[src/rtl/ht_cmd_issue_if.sv]
// ht_if: command stream between the hash-table command issuer and the bucket-hash stage.
// The master drives the command fields and valid; the slave returns ready.
interface ht_if #(
    parameter int unsigned KEY_WIDTH        = 32,
    parameter int unsigned VALUE_WIDTH      = 16,
    parameter int unsigned BUCKET_WIDTH     = 8,
    parameter int unsigned TABLE_ADDR_WIDTH = 10
);
    logic                        valid;
    logic                        ready;
    logic [1:0]                  cmd;
    logic [KEY_WIDTH-1:0]        key;
    logic [VALUE_WIDTH-1:0]      value;
    logic [BUCKET_WIDTH-1:0]     bucket;
    logic [TABLE_ADDR_WIDTH-1:0] head_ptr;
    logic                        head_ptr_val;

    modport master (
        output valid, cmd, key, value, bucket, head_ptr, head_ptr_val,
        input  ready
    );

    modport slave (
        input  valid, cmd, key, value, bucket, head_ptr, head_ptr_val,
        output ready
    );
endinterface

[src/rtl/ht_cmd_issue.sv]
// ht_cmd_issue: buffers search/insert/delete requests and issues them on ht_if under a credit limit.
// Define HT_CMD_ISSUE_STATS_EN to add per-command transfer counters and stat_clr_i.
module ht_cmd_issue #(
    parameter int unsigned KEY_WIDTH        = 32,
    parameter int unsigned VALUE_WIDTH      = 16,
    parameter int unsigned BUCKET_WIDTH     = 8,
    parameter int unsigned TABLE_ADDR_WIDTH = 10,
    parameter int unsigned FIFO_DEPTH       = 8,
    parameter int unsigned MAX_INFLIGHT     = 16
) (
    input  logic                          clk_i,
    input  logic                          rst_i,
    input  logic                          req_valid_i,
    output logic                          req_ready_o,
    input  logic [1:0]                    req_cmd_i,
    input  logic [KEY_WIDTH-1:0]          req_key_i,
    input  logic [VALUE_WIDTH-1:0]        req_value_i,
    input  logic                          flush_i,
    input  logic                          res_done_i,
    ht_if.master                          ht_out,
    output logic [$clog2(FIFO_DEPTH):0]   fifo_used_o,
    output logic [$clog2(MAX_INFLIGHT):0] inflight_o,
    output logic [15:0]                   drop_cnt_o,
`ifdef HT_CMD_ISSUE_STATS_EN
    input  logic                          stat_clr_i,
    output logic [31:0]                   stat_search_o,
    output logic [31:0]                   stat_insert_o,
    output logic [31:0]                   stat_delete_o,
`endif
    output logic                          busy_o
);

    localparam int unsigned PTR_W  = $clog2(FIFO_DEPTH);
    localparam int unsigned USED_W = PTR_W + 1;
    localparam int unsigned CNT_W  = $clog2(MAX_INFLIGHT) + 1;

    localparam logic ST_RUN   = 1'b0;
    localparam logic ST_FLUSH = 1'b1;

    localparam logic [1:0] CMD_ILLEGAL = 2'd3;

    typedef struct packed {
        logic [1:0]             cmd;
        logic [KEY_WIDTH-1:0]   key;
        logic [VALUE_WIDTH-1:0] value;
    } entry_t;

    logic              state_q, state_d;
    entry_t            head_q, head_d;
    logic              head_valid_q, head_valid_d;
    entry_t            mem_q [FIFO_DEPTH];
    logic [PTR_W-1:0]  wr_ptr_q, wr_ptr_d;
    logic [PTR_W-1:0]  rd_ptr_q, rd_ptr_d;
    logic [USED_W-1:0] mem_cnt_q, mem_cnt_d;
    logic [USED_W-1:0] used_q, used_d;
    logic [CNT_W-1:0]  inflight_q, inflight_d;
    logic [15:0]       drop_q, drop_d;
    logic              busy_q;

    logic   run;
    logic   push;
    logic   wr;
    logic   mem_we;
    logic   out_valid;
    logic   pop;
    logic   credit_ret;
    entry_t in_entry;

    assign run        = (state_q == ST_RUN) && !rst_i;
    assign req_ready_o = run && (used_q != USED_W'(FIFO_DEPTH));
    assign push       = req_valid_i && req_ready_o;
    assign wr         = push && (req_cmd_i != CMD_ILLEGAL);
    assign out_valid  = run && head_valid_q && (inflight_q < CNT_W'(MAX_INFLIGHT));
    assign pop        = out_valid && ht_out.ready;
    assign credit_ret = res_done_i && (inflight_q != '0);

    assign in_entry.cmd   = req_cmd_i;
    assign in_entry.key   = req_key_i;
    assign in_entry.value = req_value_i;

    // The head register is the FIFO's output stage; mem only holds entries queued behind it.
    always_comb begin
        state_d      = state_q;
        head_d       = head_q;
        head_valid_d = head_valid_q;
        wr_ptr_d     = wr_ptr_q;
        rd_ptr_d     = rd_ptr_q;
        mem_cnt_d    = mem_cnt_q;
        used_d       = used_q;
        mem_we       = 1'b0;

        if (state_q == ST_FLUSH) begin
            state_d      = ST_RUN;
            head_valid_d = 1'b0;
            wr_ptr_d     = '0;
            rd_ptr_d     = '0;
            mem_cnt_d    = '0;
            used_d       = '0;
        end else begin
            if (flush_i) begin
                state_d = ST_FLUSH;
            end

            if (!head_valid_q || pop) begin
                if (mem_cnt_q != '0) begin
                    head_d       = mem_q[rd_ptr_q];
                    head_valid_d = 1'b1;
                    rd_ptr_d     = rd_ptr_q + PTR_W'(1);
                    mem_cnt_d    = mem_cnt_q - USED_W'(1);
                    if (wr) begin
                        mem_we    = 1'b1;
                        wr_ptr_d  = wr_ptr_q + PTR_W'(1);
                        mem_cnt_d = mem_cnt_q;
                    end
                end else if (wr) begin
                    head_d       = in_entry;
                    head_valid_d = 1'b1;
                end else begin
                    head_valid_d = 1'b0;
                end
            end else if (wr) begin
                mem_we    = 1'b1;
                wr_ptr_d  = wr_ptr_q + PTR_W'(1);
                mem_cnt_d = mem_cnt_q + USED_W'(1);
            end

            case ({wr, pop})
                2'b10:   used_d = used_q + USED_W'(1);
                2'b01:   used_d = used_q - USED_W'(1);
                default: used_d = used_q;
            endcase
        end
    end

    always_comb begin
        inflight_d = inflight_q;
        case ({pop, credit_ret})
            2'b10:   inflight_d = inflight_q + CNT_W'(1);
            2'b01:   inflight_d = inflight_q - CNT_W'(1);
            default: inflight_d = inflight_q;
        endcase
    end

    always_comb begin
        drop_d = drop_q;
        if (push && (req_cmd_i == CMD_ILLEGAL) && (drop_q != 16'hFFFF)) begin
            drop_d = drop_q + 16'd1;
        end
    end

    always_ff @(posedge clk_i) begin
        if (rst_i) begin
            state_q      <= ST_RUN;
            head_q       <= '0;
            head_valid_q <= 1'b0;
            wr_ptr_q     <= '0;
            rd_ptr_q     <= '0;
            mem_cnt_q    <= '0;
            used_q       <= '0;
            inflight_q   <= '0;
            drop_q       <= '0;
            busy_q       <= 1'b0;
        end else begin
            state_q      <= state_d;
            head_q       <= head_d;
            head_valid_q <= head_valid_d;
            wr_ptr_q     <= wr_ptr_d;
            rd_ptr_q     <= rd_ptr_d;
            mem_cnt_q    <= mem_cnt_d;
            used_q       <= used_d;
            inflight_q   <= inflight_d;
            drop_q       <= drop_d;
            busy_q       <= (used_d != '0) || (inflight_d != '0);
        end
    end

    // Payload storage needs no reset; occupancy is tracked by mem_cnt_q.
    always_ff @(posedge clk_i) begin
        if (mem_we) begin
            mem_q[wr_ptr_q] <= in_entry;
        end
    end

    assign ht_out.valid        = out_valid;
    assign ht_out.cmd          = head_q.cmd;
    assign ht_out.key          = head_q.key;
    assign ht_out.value        = head_q.value;
    assign ht_out.bucket       = BUCKET_WIDTH'(0);
    assign ht_out.head_ptr     = TABLE_ADDR_WIDTH'(0);
    assign ht_out.head_ptr_val = 1'b0;

    assign fifo_used_o = used_q;
    assign inflight_o  = inflight_q;
    assign drop_cnt_o  = drop_q;
    assign busy_o      = busy_q;

`ifdef HT_CMD_ISSUE_STATS_EN
    localparam logic [1:0] CMD_SEARCH = 2'd0;
    localparam logic [1:0] CMD_INSERT = 2'd1;
    localparam logic [1:0] CMD_DELETE = 2'd2;

    logic [31:0] stat_search_q;
    logic [31:0] stat_insert_q;
    logic [31:0] stat_delete_q;

    // Clear wins over a same-cycle transfer.
    always_ff @(posedge clk_i) begin
        if (rst_i || stat_clr_i) begin
            stat_search_q <= '0;
            stat_insert_q <= '0;
            stat_delete_q <= '0;
        end else if (pop) begin
            case (head_q.cmd)
                CMD_SEARCH: begin
                    if (stat_search_q != '1) stat_search_q <= stat_search_q + 32'd1;
                end
                CMD_INSERT: begin
                    if (stat_insert_q != '1) stat_insert_q <= stat_insert_q + 32'd1;
                end
                CMD_DELETE: begin
                    if (stat_delete_q != '1) stat_delete_q <= stat_delete_q + 32'd1;
                end
                default: begin
                end
            endcase
        end
    end

    assign stat_search_o = stat_search_q;
    assign stat_insert_o = stat_insert_q;
    assign stat_delete_o = stat_delete_q;
`endif

endmodule

[src/flat_wrapper.sv]
// flat-port wrapper written by rule: the top's interface ports become plain ports
module ht_cmd_issue_flat 
#(
    parameter int unsigned KEY_WIDTH        = 32,
    parameter int unsigned VALUE_WIDTH      = 16,
    parameter int unsigned BUCKET_WIDTH     = 8,
    parameter int unsigned TABLE_ADDR_WIDTH = 10,
    parameter int unsigned FIFO_DEPTH       = 8,
    parameter int unsigned MAX_INFLIGHT     = 16
)
  (clk_i, rst_i, req_valid_i, req_ready_o, req_cmd_i, req_key_i, req_value_i, flush_i, res_done_i, fifo_used_o, inflight_o, drop_cnt_o, busy_o, ht_out_valid, ht_out_cmd, ht_out_key, ht_out_value, ht_out_bucket, ht_out_head_ptr, ht_out_head_ptr_val, ht_out_ready);
  ht_if #(.KEY_WIDTH(KEY_WIDTH), .VALUE_WIDTH(VALUE_WIDTH), .BUCKET_WIDTH(BUCKET_WIDTH), .TABLE_ADDR_WIDTH(TABLE_ADDR_WIDTH)) ht_out_i ();
  input  logic clk_i;
  input  logic rst_i;
  input  logic req_valid_i;
  output logic req_ready_o;
  input  logic [1:0] req_cmd_i;
  input  logic [KEY_WIDTH-1:0] req_key_i;
  input  logic [VALUE_WIDTH-1:0] req_value_i;
  input  logic flush_i;
  input  logic res_done_i;
  output logic [$clog2(FIFO_DEPTH):0] fifo_used_o;
  output logic [$clog2(MAX_INFLIGHT):0] inflight_o;
  output logic [15:0] drop_cnt_o;
  output logic busy_o;
  output wire logic [$bits(ht_out_i.valid)-1:0] ht_out_valid;
  output wire logic [$bits(ht_out_i.cmd)-1:0] ht_out_cmd;
  output wire logic [$bits(ht_out_i.key)-1:0] ht_out_key;
  output wire logic [$bits(ht_out_i.value)-1:0] ht_out_value;
  output wire logic [$bits(ht_out_i.bucket)-1:0] ht_out_bucket;
  output wire logic [$bits(ht_out_i.head_ptr)-1:0] ht_out_head_ptr;
  output wire logic [$bits(ht_out_i.head_ptr_val)-1:0] ht_out_head_ptr_val;
  input wire logic [$bits(ht_out_i.ready)-1:0] ht_out_ready;
  assign ht_out_valid = ht_out_i.valid;
  assign ht_out_cmd = ht_out_i.cmd;
  assign ht_out_key = ht_out_i.key;
  assign ht_out_value = ht_out_i.value;
  assign ht_out_bucket = ht_out_i.bucket;
  assign ht_out_head_ptr = ht_out_i.head_ptr;
  assign ht_out_head_ptr_val = ht_out_i.head_ptr_val;
  assign ht_out_i.ready = ht_out_ready;
  ht_cmd_issue #(.KEY_WIDTH(KEY_WIDTH), .VALUE_WIDTH(VALUE_WIDTH), .BUCKET_WIDTH(BUCKET_WIDTH), .TABLE_ADDR_WIDTH(TABLE_ADDR_WIDTH), .FIFO_DEPTH(FIFO_DEPTH), .MAX_INFLIGHT(MAX_INFLIGHT)) u_core (.clk_i(clk_i), .rst_i(rst_i), .req_valid_i(req_valid_i), .req_ready_o(req_ready_o), .req_cmd_i(req_cmd_i), .req_key_i(req_key_i), .req_value_i(req_value_i), .flush_i(flush_i), .res_done_i(res_done_i), .ht_out(ht_out_i), .fifo_used_o(fifo_used_o), .inflight_o(inflight_o), .drop_cnt_o(drop_cnt_o), .busy_o(busy_o));
endmodule
[config.mk]
export PLATFORM = sky130hd
export DESIGN_NAME = ht_cmd_issue_flat
export DESIGN_NICKNAME = d
export VERILOG_FILES = /design/src/rtl/ht_cmd_issue_if.sv /design/src/rtl/ht_cmd_issue.sv /design/src/flat_wrapper.sv
export SDC_FILE = /design/constraint.sdc
export NUM_CORES = 1
export LEC_CHECK = 0
export ABC_AREA = 1
export ABC_CLOCK_PERIOD_IN_PS = 15830
export BUFFER_PORTS_ARGS = -buffer_cell sky130_fd_sc_hd__buf_2
export CAP_MARGIN = 20
export CORE_ASPECT_RATIO = 0.5
export CORE_UTILIZATION = 50
export CTS_BUF_LIST = sky130_fd_sc_hd__clkbuf_4 sky130_fd_sc_hd__clkbuf_8
export CTS_CLUSTER_SIZE = 10
export DETAILED_ROUTE_END_ITERATION = 16
export GPL_TIMING_DRIVEN = 0
export PLACE_DENSITY = 0.67
export SYNTH_ARGS = -nofsm -noshare
export SYNTH_HDL_FRONTEND = slang
export SYNTH_SLANG_ARGS = --single-unit
[constraint.sdc]
create_clock -name clk_i -period 15.83 [get_ports clk_i]
set_clock_uncertainty 0.05 [all_clocks]
set_input_delay 3.166 -clock clk_i [delete_from_list [all_inputs] [get_ports clk_i]]
set_output_delay 3.166 -clock clk_i [all_outputs]
set_load 0.03 [all_outputs]
==> results.py, run 1 <==
metrics = {
    "pwr": {
        "power.leakage_uw": 0.00849,
        "powerDensity_mw_per_mm2": 179,
        "irDropWorstVdd_uv": 102,
    },
    "placed_design": {
        "place_hpwl_um": 32000,
        "numPortBuffers": 132,
        "pre_cts_ws_ns": 8.13,
        "dpl-instance-area_mm2": 0.0221,
        "routabilityCongestion": 0.854,
        "dp.cells": 2420,
    },
    "flow_run": {
        "maxCapViolCount": 0,
    },
    "synth": {
        "synthFlopType": "edfxtp_1",
        "synth-simple-area-share_pct": 11.9,
        "synthTopCellsByCount": "edfxtp_1 (400), nor2_1 (338), nand2_1 (109), o21ai_0 (99), dfxtp_1 (91)",
        "syn_inst": 1698,
        "synth_area_leaders": "edfxtp_1 (60%), dfxtp_1 (9.0%), nor2_1 (6.3%)",
        "synth_mux_area_share_pct": 2.48,
        "yosysMostFrequentCell": "edfxtp_1",
        "synth_fa_ha_area_share_pct": 0.657,
        "synthXorXnorAreaFrac_pct": 0.174,
        "synth.distinct_cells": 44,
        "syn_area_mm2": 0.0202,
        "synth_top_family_by_area": "compound AO/OA/AOI/OAI gates",
        "ys_ff_latch": 491,
        "synth-compound-area-share_pct": 12.3,
        "yosys_warnings": 0,
        "seq_area_frac_synth_pct": 68.5,
        "synth_top_area_cell": "edfxtp_1",
        "synth_area_per_cell_um2": 11.9,
        "synth-async-reset-ratio_pct": 0,
        "yosys.area.top_type_share_pct": 59.5,
        "synth_edf_count": 400,
    },
    "worst_setup_path": {
        "max_stage_delay_ns": 0.37,
        "worst-setup-path-type": "input port to output port",
        "endpoint_kind": "output port",
        "start_kind": "input port",
        "worstPathArrival_ns": 4.48,
        "cp_max_fo": 10,
        "cp_num_cells": 6,
        "reg2reg_depth": 12,
        "cp-startpoint": "rst_i",
        "endpoint": "req_ready_o",
        "r2r-end": "u_core.mem_q[0][45]",
        "crit_required_ns": 12.61,
        "critPathTopFamily": "buffers and inverters",
        "cp_slowest_cell": "clkbuf_1",
        "rr_startpoint": "u_core.state_q",
        "r2r_setup_slack_ns": 12.55,
        "path_cells": "buf_6, nor2_4, clkbuf_1, inv_1, a21oi_1, buf_2",
        "cp_num_buf_inv": 4,
    },
    "grt": {
        "grt_remaining_overflow": 0,
        "antenna_found_initial": 0,
        "grt_pass1_wl_um": 74600,
        "grt_max_degree": 26,
        "grt_pass1_vias": 13200,
        "grt_use_total_pct": 24.1,
    },
    "sta": {
        "rsz0062_at_grt": "no",
        "setup_violations": 0,
        "fmax_mhz": 130,
        "tns_ns": 0,
        "setup_ws_ns": 8.13,
        "period_minus_slack_ns": 7.70,
        "slew-limit-headroom_pct": 31.2,
        "slew_violations": 0,
        "hold_viol_final": 0,
        "fin_crit_sh_pct": 48.6,
        "worst_pin_slew_ns": 1.03,
    },
    "clocking": {
        "clk_path_buf_depth": 3,
        "cts_tree": "yes",
        "clk_pin_slew_ns": 0.06,
        "numCtsBuffers": 70,
        "cts_sinks": 491,
        "clk_latency_ns": 0.64,
        "h-tree-depth": 3,
        "cts-root-buf": "clkbuf_8",
        "post_cts_resize_count": 0,
        "cts_hold_buffers": 0,
        "cts_setup_buffers": 0,
    },
    "final_layout": {
        "nNetsFinal": 2028,
        "final_area_mm2": 0.0235,
        "n_fill_cell": 3210,
        "syn_to_final_growth_pct": 16.6,
        "antenna_cells": 0,
        "finalNonFillerCells": 2550,
        "drive_gt1_share_pct": 21.0,
    },
    "detailed_routing": {
        "ant_nets": 0,
        "drt_iter0_drc": 1158,
        "avgRoutedWirePerCell_um": 19.4,
        "viasPerCell": 5.45,
        "drtPass1Iterations": 5,
        "drc": 0,
        "totalWireLength_um": 49400,
        "num_vias": 13900,
    },
    "min_path": {
        "hold_start": "u_core.rd_ptr_q[2]",
        "hp-class": "register to register",
    },
    "floorplan": {
        "rows": 51,
        "core_area_mm2": 0.0393,
        "dieArea_mm2": 0.0412,
        "ios": 153,
        "initial_core_util_pct": 51.3,
        "die_w_um": 286,
        "die_height_um": 144,
    },
    "status": {
        "status": "completed",
    },
}
[metrics by stage]
step	hold slack [ns]	power [uW]	utilization [%]
detailed placement	0.407	3200	56.2
global route	0.420	4460	59.9
global placement	0.399	3170	54.9
CTS	0.410	4220	59.9
floorplan	0.383	2690	-
finish	0.412	4210	59.9
[power by group]
group	internal [uW]	switching [uW]	leakage (uW)
sequential	1490	52.0	0.00435
combinational	514	1120	0.00337
clock	559	471	0.000771
total	2570	1640	0.00849
[final cells by class]
class | count | area (um2) | area share [%]
Clock inverter | 15 | 100 | 0.425
Tap cell | 530 | 663 | 2.82
Clock buffer | 115 | 1360 | 5.77
Buffer | 121 | 582 | 2.47
Multi-Input combinational cell | 1051 | 5680 | 24.1
Timing Repair Buffer | 174 | 1120 | 4.76
Inverter | 53 | 204 | 0.866
Sequential cell | 491 | 13800 | 58.8
[cells by family after synthesis]
logic type                 Yosys count
AOI/OAI and AO/OA                  404
xor gates and xnor gates             4
adders and majority gates           10
buffers and inverters              174
DFF                                491
muxes                               50
other                                1
and+or+nand+nor                    564
[placed cells by master, fill, tap and decap left out, types with 4 or more instances in the layout]
| cell type | count |
|---|---|
| nand3_1 | 31 |
| nand4_1 | 7 |
| nor3_1 | 10 |
| buf_6 | 20 |
| o31ai_1 | 51 |
| clkbuf_1 | 53 |
| clkbuf_8 | 79 |
| clkbuf_4 | 36 |
| inv_1 | 49 |
| dfxtp_1 | 91 |
| mux2i_1 | 50 |
| o211ai_1 | 50 |
| o21ai_0 | 99 |
| buf_1 | 11 |
| conb_1 | 19 |
| nand2_1 | 109 |
| ha_1 | 9 |
| edfxtp_1 | 400 |
| o22ai_1 | 50 |
| a21oi_1 | 78 |
| buf_4 | 36 |
| nor2_1 | 336 |
| o21ai_1 | 19 |
| clkinv_1 | 9 |
| o21bai_1 | 50 |
| buf_2 | 168 |
| nor3_2 | 4 |
| or2_2 | 50 |
| buf_12 | 4 |
[state kept, by name, summed over array words and instances, names as in the netlist, named ones only]
| signal | count |
|---|---|
| u_core.busy_o | 1 |
| u_core.drop_cnt_o | 16 |
| u_core.fifo_used_o | 4 |
| u_core.head_valid_q | 1 |
| u_core.ht_out.cmd | 2 |
| u_core.ht_out.key | 32 |
| u_core.ht_out.value | 16 |
| u_core.inflight_o | 5 |
| u_core.mem_cnt_q | 4 |
| u_core.mem_q | 400 |
| u_core.rd_ptr_q | 3 |
| u_core.state_q | 1 |
| u_core.wr_ptr_q | 3 |
[worst min-delay path, cell delays in order, from the launching register on]
cell     delay, ns
dfxtp_1       0.31
inv_1         0.05
a21oi_1       0.06
[routing by layer]
metal | vias to the layer above | wire [um] | GRT usage [%]
li1 | 6626 | - | -
met1 | 6720 | 21800 | 33.3
met2 | 490 | 23100 | 39.0
met3 | 61 | 3740 | 4.87
met4 | 0 | 741 | 6.39
met5 | - | 0 | 0
[worst min-delay path by stage]
stage,to,slack (ns),cells past startpoint
after global placement,u_core.rd_ptr_q[2],0.40,2
after global routing,register,0.42,2
final,u_core.rd_ptr_q[2],0.41,2
after detailed placement,register,0.41,2
after CTS,register,0.41,2
after floorplan,register,0.38,2
Power figures use the tool's default switching activity.
==> run 2: changes to the inputs <==
--- a/config.mk
+++ b/config.mk
@@ -5,8 +5,8 @@
 export SDC_FILE = /design/constraint.sdc
 export NUM_CORES = 1
 export LEC_CHECK = 0
-export ABC_AREA = 1
-export ABC_CLOCK_PERIOD_IN_PS = 15830
+export ABC_AREA = 0
+export ABC_CLOCK_PERIOD_IN_PS = 7530
 export BUFFER_PORTS_ARGS = -buffer_cell sky130_fd_sc_hd__buf_2
 export CAP_MARGIN = 20
 export CORE_ASPECT_RATIO = 0.5
==> constraint.sdc (replaced) <==
create_clock -name clk_i -period 7.53 [get_ports clk_i]
set_clock_uncertainty 0.05 [all_clocks]
set_input_delay 1.506 -clock clk_i [delete_from_list [all_inputs] [get_ports clk_i]]
set_output_delay 1.506 -clock clk_i [all_outputs]
set_load 0.03 [all_outputs]
==> results.py, run 2 <==
metrics = {
    "floorplan": {
        "die_w_um": 283,
        "ios": 153,
        "core_area_mm2": 0.0381,
        "dieArea_mm2": 0.0402,
        "die_height_um": 142,
        "rows": 50,
        "initial_core_util_pct": 51.7,
    },
    "worst_setup_path": {
        "max_stage_delay_ns": 0.97,
        "crit_required_ns": 7.80,
        "start_kind": "input port",
        "rr_startpoint": "u_core.fifo_used_o[0]",
        "reg2reg_depth": 10,
        "r2r_setup_slack_ns": 3.60,
        "worstPathArrival_ns": 5.16,
        "r2r-end": "u_core.mem_q[4][34]",
        "cp_max_fo": 10,
        "cp_slowest_cell": "nor4b_2",
        "path_cells": "buf_2, clkbuf_1, nor2_1, nand4_1, a21oi_1, nand2b_1, nor4b_2, buf_4, buf_4, buf_4, buf_4",
        "crit_top_cell": "buf_4",
        "endpoint_kind": "register",
        "worst-setup-path-type": "input port to register",
    },
    "min_path": {
        "hold_start": "u_core.ht_out.key[24]",
        "hold_end": "u_core.ht_out.key[24]",
        "hp-class": "register to register",
        "min_path_cells": 2,
    },
    "placed_design": {
        "numPortBuffers": 133,
        "pre_cts_ws_ns": 1.95,
        "place_hpwl_um": 29500,
        "routabilityCongestion": 0.815,
        "dpl-instance-area_mm2": 0.0216,
    },
    "sta": {
        "worst_pin_slew_ns": 1.13,
        "rsz0062_at_grt": "no",
        "tns_ns": 0,
        "fin_crit_sh_pct": 64.9,
        "period_minus_slack_ns": 4.88,
        "setup_violations": 0,
        "fmax_mhz": 205,
        "slew-limit-headroom_pct": 24.5,
        "slew_violations": 0,
        "setup_ws_ns": 2.65,
        "hold_viol_final": 0,
    },
    "clocking": {
        "numCtsBuffers": 70,
        "clk_pin_slew_ns": 0.06,
        "cts-root-buf": "clkbuf_8",
        "clk_latency_ns": 0.63,
        "cts_tree": "yes",
        "clk_path_buf_depth": 3,
        "cts_setup_buffers": 0,
        "h-tree-depth": 3,
        "cts_hold_buffers": 0,
        "cts_sinks": 491,
        "post_cts_resize_count": 0,
    },
    "synth": {
        "synthFlopType": "edfxtp_1",
        "synthTopCellsByCount": "edfxtp_1 (400), nor2_1 (150), mux4_2 (100), dfxtp_1 (91), mux2i_1 (59)",
        "synth_area_per_cell_um2": 17.2,
        "synth-async-reset-ratio_pct": 0,
        "synth.distinct_cells": 57,
        "yosys_warnings": 0,
        "synth_edf_count": 400,
        "seq_area_frac_synth_pct": 70.2,
        "syn_inst": 1143,
        "syn_area_mm2": 0.0197,
        "synth_area_leaders": "edfxtp_1 (61%), mux4_2 (11%), dfxtp_1 (9.2%)",
        "yosysMostFrequentCell": "edfxtp_1",
        "synth_top_area_cell": "edfxtp_1",
        "yosys.area.top_type_share_pct": 61.0,
        "ys_ff_latch": 491,
    },
    "grt": {
        "grt_remaining_overflow": 0,
        "antenna_found_initial": 3,
        "grt_pass1_wl_um": 66900,
        "grt_use_total_pct": 22.5,
        "grt_max_degree": 23,
        "grt_pass1_vias": 11600,
    },
    "final_layout": {
        "syn_to_final_growth_pct": 17.1,
        "ff_latch_area_mm2": 0.0138,
        "largest_reg_flops": 400,
        "top_register": "u_core.mem_q",
        "multiInputGateArea_mm2": 0.00550,
        "layout_common_cells": "edfxtp_1 (400), buf_2 (148), nor2_1 (148), mux4_2 (100), dfxtp_1 (91)",
        "layout_commonest_cell": "edfxtp_1",
        "nNetsFinal": 1489,
        "n_fill_cell": 2819,
        "final_area_mm2": 0.0231,
        "drive_gt1_share_pct": 34.9,
    },
    "status": {
        "status": "completed",
    },
    "pwr": {
        "power.leakage_uw": 0.00789,
        "powerDensity_mw_per_mm2": 321,
        "irDropWorstVdd_uv": 150,
        "p_total_uw": 7420,
    },
    "detailed_routing": {
        "totalWireLength_um": 43900,
        "num_vias": 11100,
        "ant_nets": 0,
        "drtPass1Iterations": 5,
        "avgRoutedWirePerCell_um": 21.9,
        "viasPerCell": 5.53,
        "drc": 0,
        "drt_iter0_drc": 873,
    },
    "flow_run": {
        "maxCapViolCount": 0,
    },
}
## run 2: cell count changes in the layout (fill, tap and decap cells not counted), sizes merged, moves of 21 or more
cell / before / now
o21bai: 50 / 0
o21ai: 120 / 5
mux4: 0 / 100
o31ai: 51 / 1
inv: 54 / 7
o22ai: 50 / 1
or2: 51 / 3
nand2: 109 / 10
o211ai: 50 / 0
nor2: 342 / 150
a21oi: 79 / 58
a211oi: 1 / 51
## run 2: area by class of cell
type / instances / share of cell area (%)
Antenna cell: 2 / 0.0217
Buffer: 89 / 2.03
Clock buffer: 111 / 5.73
Clock inverter: 18 / 0.418
Inverter: 6 / 0.0976
Multi-Input combinational cell: 575 / 23.8
Sequential cell: 491 / 60.0
Tap cell: 520 / 2.82
Timing Repair Buffer: 190 / 5.09
## run 2: per-stage QoR
stage / cells / hold slack, ns / util, %
2_1_floorplan: 1161 / 0.404 / -
3_3_place_gp: 1814 / 0.418 / 55.3
3_5_place_dp: 1871 / 0.422 / 56.8
4_1_cts: 2000 / 0.439 / 60.5
5_1_grt: 2001 / 0.460 / 60.5
6_report: 2002 / 0.438 / 60.5
## run 2: worst max path at each step
stage	start	end	slack, ns	depth (start not counted)
after floorplan	rst_i	u_core.mem_q[1][0]	-0.85	6
final	rst_i	u_core.mem_q[4][34]	2.65	11
after global placement	rst_i	u_core.mem_q[1][38]	-7.19	7
after detailed placement	rst_i	u_core.mem_q[4][38]	1.95	11
after CTS	rst_i	u_core.mem_q[4][34]	2.61	11
after global routing	rst_i	u_core.mem_q[4][34]	2.48	11
## run 2: critical path, delay by kind of cell
kind                   cells  cell delay, ns
AOI/OAI and AO/OA          1            0.45
buffers and inverters      6            1.44
and+or+nand+nor            4            1.75
## run 2: cell families (layout without fill, tap and decap cells)
kind of cell,count (synthesis),count (layout),synth area share (%)
flip-flops,491,491,70.2
buffers and inverters,95,414,2.50
AO/OA/AOI/OAI,130,130,5.53
other,1,21,0.0190
AND/OR/NAND/NOR,225,225,5.20
adder cells (fa/ha/maj),10,10,0.673
XOR/XNOR,30,30,1.33
multiplexers,161,161,14.5
## run 2: per-layer routing
layer  track usage, %  up-vias  wire [um]  part of all wire [%]
li1                 -     5013          -                     -
met1             28.7     5674      18100                    41
met2             39.1      325      22700                    52
met3             4.63       62       2370                   5.4
met4             6.34        0        725                   1.7
met5                0        -          0                     0
## run 2: power breakdown
part           total, uW  switching, uW  internal (uW)
logic               2150           1370            774
clock network       2110            993           1120
registers           3150           79.1           3080
==> run 3: changes to the inputs <==
--- a/config.mk
+++ b/config.mk
@@ -6,7 +6,7 @@
 export NUM_CORES = 1
 export LEC_CHECK = 0
 export ABC_AREA = 0
-export ABC_CLOCK_PERIOD_IN_PS = 7530
+export ABC_CLOCK_PERIOD_IN_PS = 4700
 export BUFFER_PORTS_ARGS = -buffer_cell sky130_fd_sc_hd__buf_2
 export CAP_MARGIN = 20
 export CORE_ASPECT_RATIO = 0.5
==> constraint.sdc (replaced) <==
create_clock -name clk_i -period 4.7 [get_ports clk_i]
set_clock_uncertainty 0.05 [all_clocks]
set_input_delay 0.94 -clock clk_i [delete_from_list [all_inputs] [get_ports clk_i]]
set_output_delay 0.94 -clock clk_i [all_outputs]
set_load 0.03 [all_outputs]
==> results.py, run 3 (synthesized netlist as in run 2, its figures left out) <==
metrics = {
    "placed_design": {
        "pre_cts_ws_ns": 0.272,
        "routabilityCongestion": 0.793,
        "numPortBuffers": 133,
        "place_hpwl_um": 27900,
    },
    "clocking": {
        "cts_hold_buffers": 0,
        "clk_latency_ns": 0.63,
        "cts_sinks": 491,
        "h-tree-depth": 3,
        "clk_pin_slew_ns": 0.06,
        "cts-root-buf": "clkbuf_8",
        "numCtsBuffers": 70,
        "cts_tree": "yes",
        "clk_path_buf_depth": 3,
        "post_cts_resize_count": 0,
        "cts_setup_buffers": 0,
    },
    "final_layout": {
        "top_register": "u_core.mem_q",
        "drive_gt1_share_pct": 33.7,
        "layout_commonest_cell": "edfxtp_1",
        "largest_reg_flops": 400,
        "n_fill_cell": 2793,
        "layout_common_cells": "edfxtp_1 (400), buf_2 (148), nor2_1 (148), mux4_2 (100), dfxtp_1 (91)",
        "syn_to_final_growth_pct": 17.0,
        "nNetsFinal": 1465,
    },
    "detailed_routing": {
        "drc": 0,
        "num_vias": 11000,
        "avgRoutedWirePerCell_um": 21.9,
        "drt_iter0_drc": 863,
        "drtPass1Iterations": 5,
        "viasPerCell": 5.55,
        "totalWireLength_um": 43200,
        "ant_nets": 0,
    },
    "worst_setup_path": {
        "worst-setup-path-type": "input port to register",
        "rr_startpoint": "u_core.fifo_used_o[0]",
        "crit_required_ns": 4.97,
        "reg2reg_depth": 7,
        "endpoint_kind": "register",
        "r2r_setup_slack_ns": 1.35,
        "start_kind": "input port",
        "r2r-end": "u_core.mem_q[6][37]",
        "cp_max_fo": 11,
        "worstPathArrival_ns": 4.03,
    },
    "grt": {
        "grt_pass1_vias": 11400,
        "grt_max_degree": 25,
        "grt_pass1_wl_um": 66100,
        "grt_remaining_overflow": 0,
        "grt_use_total_pct": 22.4,
        "antenna_found_initial": 2,
    },
    "pwr": {
        "p_switching_uw": 3910,
        "p_total_uw": 11900,
        "powerDensity_mw_per_mm2": 515,
        "p_int_uw": 7970,
        "power.leakage_uw": 0.00778,
        "power.share.clock_pct": 28.5,
        "pwr-share-seq_pct": 42.5,
        "switching_share_pct": 32.9,
        "comb_power_share_pct": 28.9,
        "irDropWorstVdd_uv": 231,
    },
    "sta": {
        "setup_violations": 0,
        "fin_crit_sh_pct": 80.1,
        "worst_pin_slew_ns": 1.07,
        "holdWs_ns": 0.437,
        "rsz0062_at_grt": "no",
        "slew_violations": 0,
        "tns_ns": 0,
        "hold_viol_final": 0,
        "setup_ws_ns": 0.937,
        "period_minus_slack_ns": 3.76,
        "slew-limit-headroom_pct": 28.2,
        "fmax_mhz": 266,
    },
    "min_path": {
        "hold_end": "u_core.ht_out.key[21]",
        "min_path_cells": 2,
        "hold_start": "u_core.ht_out.key[21]",
        "hp-class": "register to register",
    },
    "floorplan": {
        "die_height_um": 142,
        "ios": 153,
        "initial_core_util_pct": 51.7,
        "rows": 50,
        "core_area_mm2": 0.0381,
        "dieArea_mm2": 0.0402,
        "die_w_um": 283,
    },
    "status": {
        "status": "completed",
    },
    "flow_run": {
        "maxCapViolCount": 0,
    },
}
-- run 3: worst max-delay path: stages --
cell and delay [ns]:
buf_2 0.11, clkbuf_1 0.38, nor2_1 0.27, nand4_1 0.28
a21oi_1 0.45, nand2_1 0.33, nor4b_4 0.95, buf_6 0.30
-- run 3: per-stage QoR --
stage / area [um2] / util [%] / instances
after global routing: 23100 / 60.5 / 1974
after detailed placement: 21600 / 56.8 / 1847
after CTS: 23000 / 60.5 / 1973
after global placement: 21200 / 55.6 / 1814
final: 23100 / 60.5 / 1975
after floorplan: 19900 / - / 1161
-- run 3: how the worst max path moves through the flow --
stage | start | endpoint | slack, ns | depth (start not counted)
final | rst_i | u_core.mem_q[6][37] | 0.94 | 8
after global routing | rst_i | u_core.mem_q[6][37] | 0.74 | 8
after floorplan | rst_i | u_core.mem_q[7][0] | -0.03 | 6
after global placement | rst_i | u_core.mem_q[7][42] | -3.05 | 7
after CTS | rst_i | u_core.mem_q[6][37] | 0.93 | 8
after detailed placement | rst_i | u_core.mem_q[6][45] | 0.27 | 8
-- run 3: area by class of cell --
type	instances	area (um2)	share of cell area, %
antenna	2	5.00	0.0217
buffer	89	469	2.04
clock buffer	106	1270	5.51
clock inverter	20	148	0.640
inverter	6	22.5	0.0977
multi-input combinational	575	5550	24.1
sequential	491	13800	60.0
tap	520	651	2.82
timing repair buffer	166	1110	4.80
-- run 3: power groups by stage --
stage          Sequential, uW  Clock [uW]  Combinational [uW]
6_report                 5050        3390                3440
3_5_place_dp             5140           0                3470
2_1_floorplan            5430           0                2200
4_1_cts                  5050        3470                3480
3_3_place_gp             5140           0                3390
5_1_grt                  5080        3660                3730
-- run 3: metal layers --
metal | vias up | wire, um | global-route usage, %
met1 | 5641 | 18500 | 29.5
met5 | - | 0 | 0
met4 | 0 | 723 | 6.29
met3 | 55 | 2200 | 4.78
li1 | 4964 | - | -
met2 | 299 | 21800 | 37.7
